===== src/rtl/board_ctrl.sv =====
// board_ctrl -- 10x10 game-board cell storage shared by the VGA display read
// path and a game-logic command engine.
//
// The storage has a single access slot per clock. The display owns it whenever
// an active pixel falls inside the board window. In every other cycle the slot
// is free, and the command engine uses it to read, write, collapse a row or
// clear the board.
//
// Optional feature: define BOARD_ROW_FULL_EN to build the registered per-row
// "all cells nonzero" detector. When it is undefined, row_full is tied to 0.
//
// Ports
//   clk, rst_n              pixel clock, asynchronous active-low reset
//   h_cnt, v_cnt, valid     pixel position and active-video qualifier
//   disp_cell               cell value under the previous cycle's pixel
//   disp_in_board           previous pixel was active and inside the window
//   cmd_valid/cmd_ready     command handshake (ready = engine idle)
//   cmd_op                  00 read, 01 write, 10 collapse row, 11 clear all
//   cmd_x, cmd_y, cmd_wdata column, row (0 = top), write data
//   rsp_valid               one-cycle completion pulse
//   rsp_rdata, rsp_err      read result, out-of-range flag (with rsp_valid)
//   row_full                per-row full flags
module board_ctrl #(
    parameter int COLS    = 10,
    parameter int ROWS    = 10,
    parameter int CELL_W  = 3,
    parameter int X0      = 120,
    parameter int Y0      = 40,
    parameter int CELL_PX = 40
) (
    input  logic              clk,
    input  logic              rst_n,
    input  logic [9:0]        h_cnt,
    input  logic [9:0]        v_cnt,
    input  logic              valid,
    output logic [CELL_W-1:0] disp_cell,
    output logic              disp_in_board,
    input  logic              cmd_valid,
    output logic              cmd_ready,
    input  logic [1:0]        cmd_op,
    input  logic [3:0]        cmd_x,
    input  logic [3:0]        cmd_y,
    input  logic [CELL_W-1:0] cmd_wdata,
    output logic              rsp_valid,
    output logic [CELL_W-1:0] rsp_rdata,
    output logic              rsp_err,
    output logic [ROWS-1:0]   row_full
);

    localparam int         N     = ROWS * COLS;
    localparam int         AW    = $clog2(N);
    localparam logic [9:0] XL    = 10'(X0);
    localparam logic [9:0] XH    = 10'(X0 + COLS * CELL_PX);
    localparam logic [9:0] YL    = 10'(Y0);
    localparam logic [9:0] YH    = 10'(Y0 + ROWS * CELL_PX);
    localparam logic [9:0] PX    = 10'(CELL_PX);
    localparam logic [3:0] COLS4 = 4'(COLS);
    localparam logic [3:0] ROWS4 = 4'(ROWS);
    localparam logic [3:0] CMAX  = 4'(COLS - 1);
    localparam logic [3:0] RMAX  = 4'(ROWS - 1);

    typedef enum logic [2:0] {
        S_IDLE, S_READ, S_WRITE, S_COLLAPSE, S_CLEAR, S_RESP
    } state_t;

    state_t            state_q, state_d;
    logic [3:0]        r_q, r_d, c_q, c_d;
    logic [CELL_W-1:0] wdata_q, wdata_d;
    logic [CELL_W-1:0] rdata_q, rdata_d;
    logic              err_q, err_d;
    logic              live_q;
    logic [CELL_W-1:0] mem_q [N];
    logic [CELL_W-1:0] disp_cell_q;
    logic              disp_in_board_q;

    logic              in_win;
    logic [9:0]        dh, dv;
    logic [3:0]        cx, cy;
    logic [AW-1:0]     daddr, eaddr, src;
    logic              we;
    logic [AW-1:0]     waddr;
    logic [CELL_W-1:0] wval;

    // Display coordinate decode; offsets are forced to 0 outside the window
    // so the divider never produces an out-of-range address.
    always_comb begin
        in_win = valid && (h_cnt >= XL) && (h_cnt < XH) &&
                 (v_cnt >= YL) && (v_cnt < YH);
        dh     = in_win ? (h_cnt - XL) : '0;
        dv     = in_win ? (v_cnt - YL) : '0;
        cx     = 4'(dh / PX);
        cy     = 4'(dv / PX);
        daddr  = AW'(cy * COLS + cx);
    end

    // Engine address from the row/column counters. For a collapse move, the
    // source is the same column one row up. That address is only used when
    // r_q != 0.
    assign eaddr = AW'(r_q * COLS + c_q);
    assign src   = eaddr - AW'(COLS);

    always_comb begin
        state_d = state_q;
        r_d     = r_q;
        c_d     = c_q;
        wdata_d = wdata_q;
        rdata_d = rdata_q;
        err_d   = err_q;
        we      = 1'b0;
        waddr   = eaddr;
        wval    = '0;
        case (state_q)
            S_IDLE: begin
                if (cmd_valid && cmd_ready) begin
                    wdata_d = cmd_wdata;
                    rdata_d = '0;
                    err_d   = 1'b0;
                    r_d     = cmd_y;
                    c_d     = cmd_x;
                    if (cmd_op == 2'b11) begin
                        r_d     = '0;
                        c_d     = '0;
                        state_d = S_CLEAR;
                    end else if ((cmd_x >= COLS4) || (cmd_y >= ROWS4)) begin
                        err_d   = 1'b1;
                        state_d = S_RESP;
                    end else begin
                        case (cmd_op)
                            2'b00:   state_d = S_READ;
                            2'b01:   state_d = S_WRITE;
                            default: begin
                                c_d     = '0;
                                state_d = S_COLLAPSE;
                            end
                        endcase
                    end
                end
            end
            S_READ: if (!in_win) begin
                rdata_d = mem_q[eaddr];
                state_d = S_RESP;
            end
            S_WRITE: if (!in_win) begin
                we      = 1'b1;
                wval    = wdata_q;
                state_d = S_RESP;
            end
            // Walk upward from the target row, copying each row down. The
            // final pass (row 0) fills with zeros.
            S_COLLAPSE: if (!in_win) begin
                we   = 1'b1;
                wval = (r_q == '0) ? '0 : mem_q[src];
                if (c_q == CMAX) begin
                    c_d = '0;
                    if (r_q == '0) state_d = S_RESP;
                    else           r_d = r_q - 4'd1;
                end else begin
                    c_d = c_q + 4'd1;
                end
            end
            S_CLEAR: if (!in_win) begin
                we = 1'b1;
                if (c_q == CMAX) begin
                    c_d = '0;
                    if (r_q == RMAX) state_d = S_RESP;
                    else             r_d = r_q + 4'd1;
                end else begin
                    c_d = c_q + 4'd1;
                end
            end
            S_RESP:  state_d = S_IDLE;
            default: state_d = S_IDLE;
        endcase
    end

    always_ff @(posedge clk or negedge rst_n) begin
        if (!rst_n) begin
            state_q <= S_IDLE;
            r_q     <= '0;
            c_q     <= '0;
            wdata_q <= '0;
            rdata_q <= '0;
            err_q   <= 1'b0;
            live_q  <= 1'b0;
        end else begin
            state_q <= state_d;
            r_q     <= r_d;
            c_q     <= c_d;
            wdata_q <= wdata_d;
            rdata_q <= rdata_d;
            err_q   <= err_d;
            live_q  <= 1'b1;
        end
    end

    always_ff @(posedge clk or negedge rst_n) begin
        if (!rst_n) begin
            for (int i = 0; i < N; i++) mem_q[i] <= '0;
        end else if (we) begin
            mem_q[waddr] <= wval;
        end
    end

    always_ff @(posedge clk or negedge rst_n) begin
        if (!rst_n) begin
            disp_cell_q     <= '0;
            disp_in_board_q <= 1'b0;
        end else begin
            disp_cell_q     <= in_win ? mem_q[daddr] : '0;
            disp_in_board_q <= in_win;
        end
    end

    // live_q keeps the engine from accepting commands while reset is held
    // and during the first clock after release.
    assign cmd_ready     = live_q && (state_q == S_IDLE);
    assign rsp_valid     = (state_q == S_RESP);
    assign rsp_rdata     = rdata_q;
    assign rsp_err       = err_q;
    assign disp_cell     = disp_cell_q;
    assign disp_in_board = disp_in_board_q;

`ifdef BOARD_ROW_FULL_EN
    logic [ROWS-1:0] row_full_q, row_full_d;

    // Evaluate the rows as they will be after this cycle's write, so a flag
    // changes together with the storage it describes.
    always_comb begin
        row_full_d = '1;
        for (int r = 0; r < ROWS; r++) begin
            for (int c = 0; c < COLS; c++) begin
                if (we && (waddr == AW'(r * COLS + c))) begin
                    if (wval == '0) row_full_d[r] = 1'b0;
                end else if (mem_q[r * COLS + c] == '0) begin
                    row_full_d[r] = 1'b0;
                end
            end
        end
    end

    always_ff @(posedge clk or negedge rst_n) begin
        if (!rst_n) row_full_q <= '0;
        else        row_full_q <= row_full_d;
    end

    assign row_full = row_full_q;
`else
    assign row_full = '0;
`endif

endmodule


===== config.mk =====
export PLATFORM = sky130hd
export DESIGN_NAME = board_ctrl
export DESIGN_NICKNAME = d
export VERILOG_FILES = /design/src/rtl/board_ctrl.sv
export SDC_FILE = /design/constraint.sdc
export NUM_CORES = 1
export LEC_CHECK = 0
export CORE_ASPECT_RATIO = 0.8
export CORE_MARGIN = 2
export CORE_UTILIZATION = 50
export DETAILED_ROUTE_END_ITERATION = 7
export HOLD_SLACK_MARGIN = 0.03
export PLACE_DENSITY = 0.73
export REMOVE_ABC_BUFFERS = 1
export SLEW_MARGIN = 30
export SYNTH_ARGS = -nofsm -noshare
export SYNTH_HDL_FRONTEND = slang
export SYNTH_SLANG_ARGS = --single-unit

===== constraint.sdc =====
create_clock -name clk -period 6.2 [get_ports clk]
set_input_delay 1.24 -clock clk [delete_from_list [all_inputs] [get_ports clk]]
set_output_delay 1.24 -clock clk [all_outputs]
set_load 0.1 [all_outputs]

==> flow_metrics.py <==
metrics = {
    "placed_design": {
        "place_area_um2": 23700,
        "numPortBuffers": 46,
        "place_congestion": 0.999,
        "dp_slack_ns": -0.232,
        "place_hpwl_um": 49600,
    },
    "synthesis": {
        "synth_area_leader_cell": "dfrtp_1",
        "synth_most_common_cell": "dfrtp_1",
        "synth_top_area_share_pct": 36.8,
        "synth_flop_cell": "dfrtp_1",
        "synth.avg_cell_area_um2": 12.5,
        "ys_seq_area_share_pct": 36.8,
        "synth_common_cells": "dfrtp_1 (323), mux2_2 (308), mux4_2 (202), nand2_1 (157), nor2_1 (111)",
        "synth_cell_types": 76,
        "ys_ff_latch": 323,
        "netlist_area_um2": 22000,
        "async_flop_share_pct": 100,
        "synthTopCellsByArea": "dfrtp_1 (37%), mux4_2 (21%), mux2_2 (16%)",
        "synth_edf_count": 0,
        "netlist_instances": 1760,
        "yosys_warnings": 0,
    },
    "timing": {
        "period_needed_ns": 5.82,
        "setup_ws_ns": 0.385,
        "finClkSkew_ns": 0.0366,
        "setup_viol": 0,
        "finalMaxSlewViolations": 0,
        "holdWs_ns": 0.518,
        "max_freq_ghz": 0.172,
        "tightestPinTransition_ns": 0.982,
        "rsz0062_at_grt": "false",
        "slew_headroom_pct": 34.3,
        "hold_viol": 0,
        "fin_crit_sh_pct": 93.8,
    },
    "clocking": {
        "clk_latency_ns": 0.56,
        "cts.sinks": 323,
        "cts_hold_buf": 0,
        "clockBufferDepth": 3,
        "cts_tree": "done",
        "cts_made_buffers": 35,
        "clkTransAtPathRegs_ns": 0.07,
        "root_buffer": "clkbuf_16",
        "ctsHtreeMaxLevel": 2,
    },
    "global_route": {
        "grt_pass1_wl_um": 108000,
        "antenna_found_initial": 3,
        "track_usage_pct": 31.4,
        "grt-ovfl-total": 0,
        "grt_pass1_vias": 16900,
        "grt_max_degree": 173,
    },
    "die": {
        "start_util_pct": 50.9,
        "pin_count": 57,
        "core_um2": 43200,
        "placementRows": 68,
        "die_w_um": 238,
        "chipHeight_um": 192,
        "die_area_um2": 45700,
    },
    "status": {
        "violations": "DRC",
        "status": "complete, but fails checks",
    },
    "power_and_ir_drop": {
        "power_mw": 10.4,
        "seqPwrFrac_pct": 23.3,
        "intPower_mw": 5.58,
        "pwr-share-comb_pct": 56.1,
        "ir_drop_mv": 0.729,
        "clkPwrFrac_pct": 20.6,
        "netSwitchingFraction_pct": 46.6,
        "p_leak_nw": 10.7,
        "power_density_nw_per_um2": 419,
        "power.switching_mw": 4.87,
    },
    "final_layout": {
        "fin_nets": 1903,
        "final_area_um2": 24900,
        "drive_above_1_share_pct": 38.9,
        "area_delta_synth_final_pct": 13.4,
        "final_util_pct": 57.7,
    },
    "critical_path": {
        "end_kind": "flip-flop",
        "r2r-start": "r_q[0]$_DFFE_PN0P_",
        "cp_data_required_time_ns": 6.67,
        "cp_max_fo": 6,
        "cp-startpoint": "v_cnt[3]",
        "worstPathArrival_ns": 6.28,
        "worstSetupStartpointType": "primary input",
        "path_class": "primary input to flip-flop",
    },
    "detailed_routing": {
        "dr.pass1.iters": 8,
        "wire_per_inst_um": 29.0,
        "ant_nets": 0,
        "first_iter_violations": 2367,
        "vias_per_cell": 7.09,
        "drc": 14,
        "wirelength_um": 70400,
        "vias": 17200,
    },
    "min_path": {
        "hold_path_class": "flip-flop to flip-flop",
        "holdCritStartpoint": "rsp_err$_DFFE_PN0P_",
    },
    "flow_run": {
        "cap_violations": 0,
    },
}
-- path summary, 6_finish.rpt --
check                                         end  depth (start not counted)  slack (ns)
max                        disp_cell[0]$_DFF_PN0_                         26        0.38
min                           rsp_err$_DFFE_PN0P_                          1        0.52
max reg2reg                mem_q[233]$_DFFE_PN0P_                         12        0.68
min reg2reg                   rsp_err$_DFFE_PN0P_                          1        0.52
max in group asynchronous  mem_q[233]$_DFFE_PN0P_                          3        4.29
min in group asynchronous  mem_q[117]$_DFFE_PN0P_                          1        0.65
-- sequential cells by signal, indices dropped and copies added, names as in the netlist --
signal,count
mem_q,300
c_q,4
r_q,4
disp_cell,3
rsp_rdata,3
state_q,3
wdata_q,3
disp_in_board,1
live_q,1
rsp_err,1
-- layout by cell type (no fill, tap or decap), types with 34 or more instances in the layout --
cell and instances:
a31oi_1 37, buf_4 111, clkbuf_16 37, clkdlybuf4s50_1 45, dfrtp_1 322, mux2_2 308
mux2i_1 43, mux4_2 202, nand2_1 157, nand3_1 50, nor2_1 111, o21ai_0 34
-- routing by layer --
metal  GRT usage (%)  wire length [um]
met1            44.8             27500
met2            45.9             30500
met3            10.7             10100
met4            8.89              2330
met5               0                 9
-- what timing repair did --
item	in CTS	in global routing
buffers inserted	0	0
resized for setup	0	8
endpoints found under the setup margin	0	3
-- through the flow --
| step | TNS (ns) | instances |
|---|---|---|
| after floorplan | -1319.29 | 1628 |
| after global placement | -0.124 | 2360 |
| after detailed placement | -0.526 | 2360 |
| after CTS | 0 | 2422 |
| after global routing | 0 | 2424 |
| final | 0 | 2425 |
-- layout make-up --
type                            count  area, um2
Fill cell                        3460      18300
Multi-Input combinational cell   1286      13300
Sequential cell                   323       8090
Timing Repair Buffer              174       1650
Clock buffer                       46       1010
Tap cell                          560        701
Clock inverter                     16        155
Inverter                           19       76.3
Antenna cell                        1       2.50
-- power groups by stage --
stage | Combinational (mW) | Sequential, mW | Clock, mW
2_1_floorplan | 3.52 | 2.63 | 0
3_3_place_gp | 5.59 | 2.46 | 0
3_5_place_dp | 5.67 | 2.47 | 0
4_1_cts | 5.70 | 2.43 | 2.17
5_1_grt | 6.07 | 2.46 | 2.26
6_report | 5.86 | 2.44 | 2.15
-- critical path, cell delays in order --
cell and delay, ns:
clkdlybuf4s50_1 0.47, inv_1 0.08, ha_1 0.18, nor2b_2 0.06, o211ai_1 0.19, o41ai_2 0.12
buf_4 0.15, o32ai_1 0.26, a31oi_1 0.10, a21oi_2 0.19, maj3_1 0.19, nor2_1 0.04
a2111oi_1 0.39, nor2_1 0.14, ha_1 0.30, ha_1 0.33, buf_4 0.16, xor2_1 0.16
buf_4 0.16, nand2_1 0.17, buf_4 0.18, a31oi_1 0.04, o211ai_1 0.28, nand4_1 0.23
o31a_1 0.19, a221oi_2 0.28
-- cell families after synthesis --
kind of cell | count (synthesis) | share of synthesized area [%]
muxes | 572 | 40.7
and+or+nand+nor | 412 | 8.34
DFF | 323 | 36.8
AOI/OAI and AO/OA | 227 | 7.23
buffers and inverters | 160 | 3.66
xor gates and xnor gates | 35 | 1.46
adders and majority gates | 29 | 1.80
other | 2 | 0.0342
No activity file was read; power rests on OpenSTA's default activity.
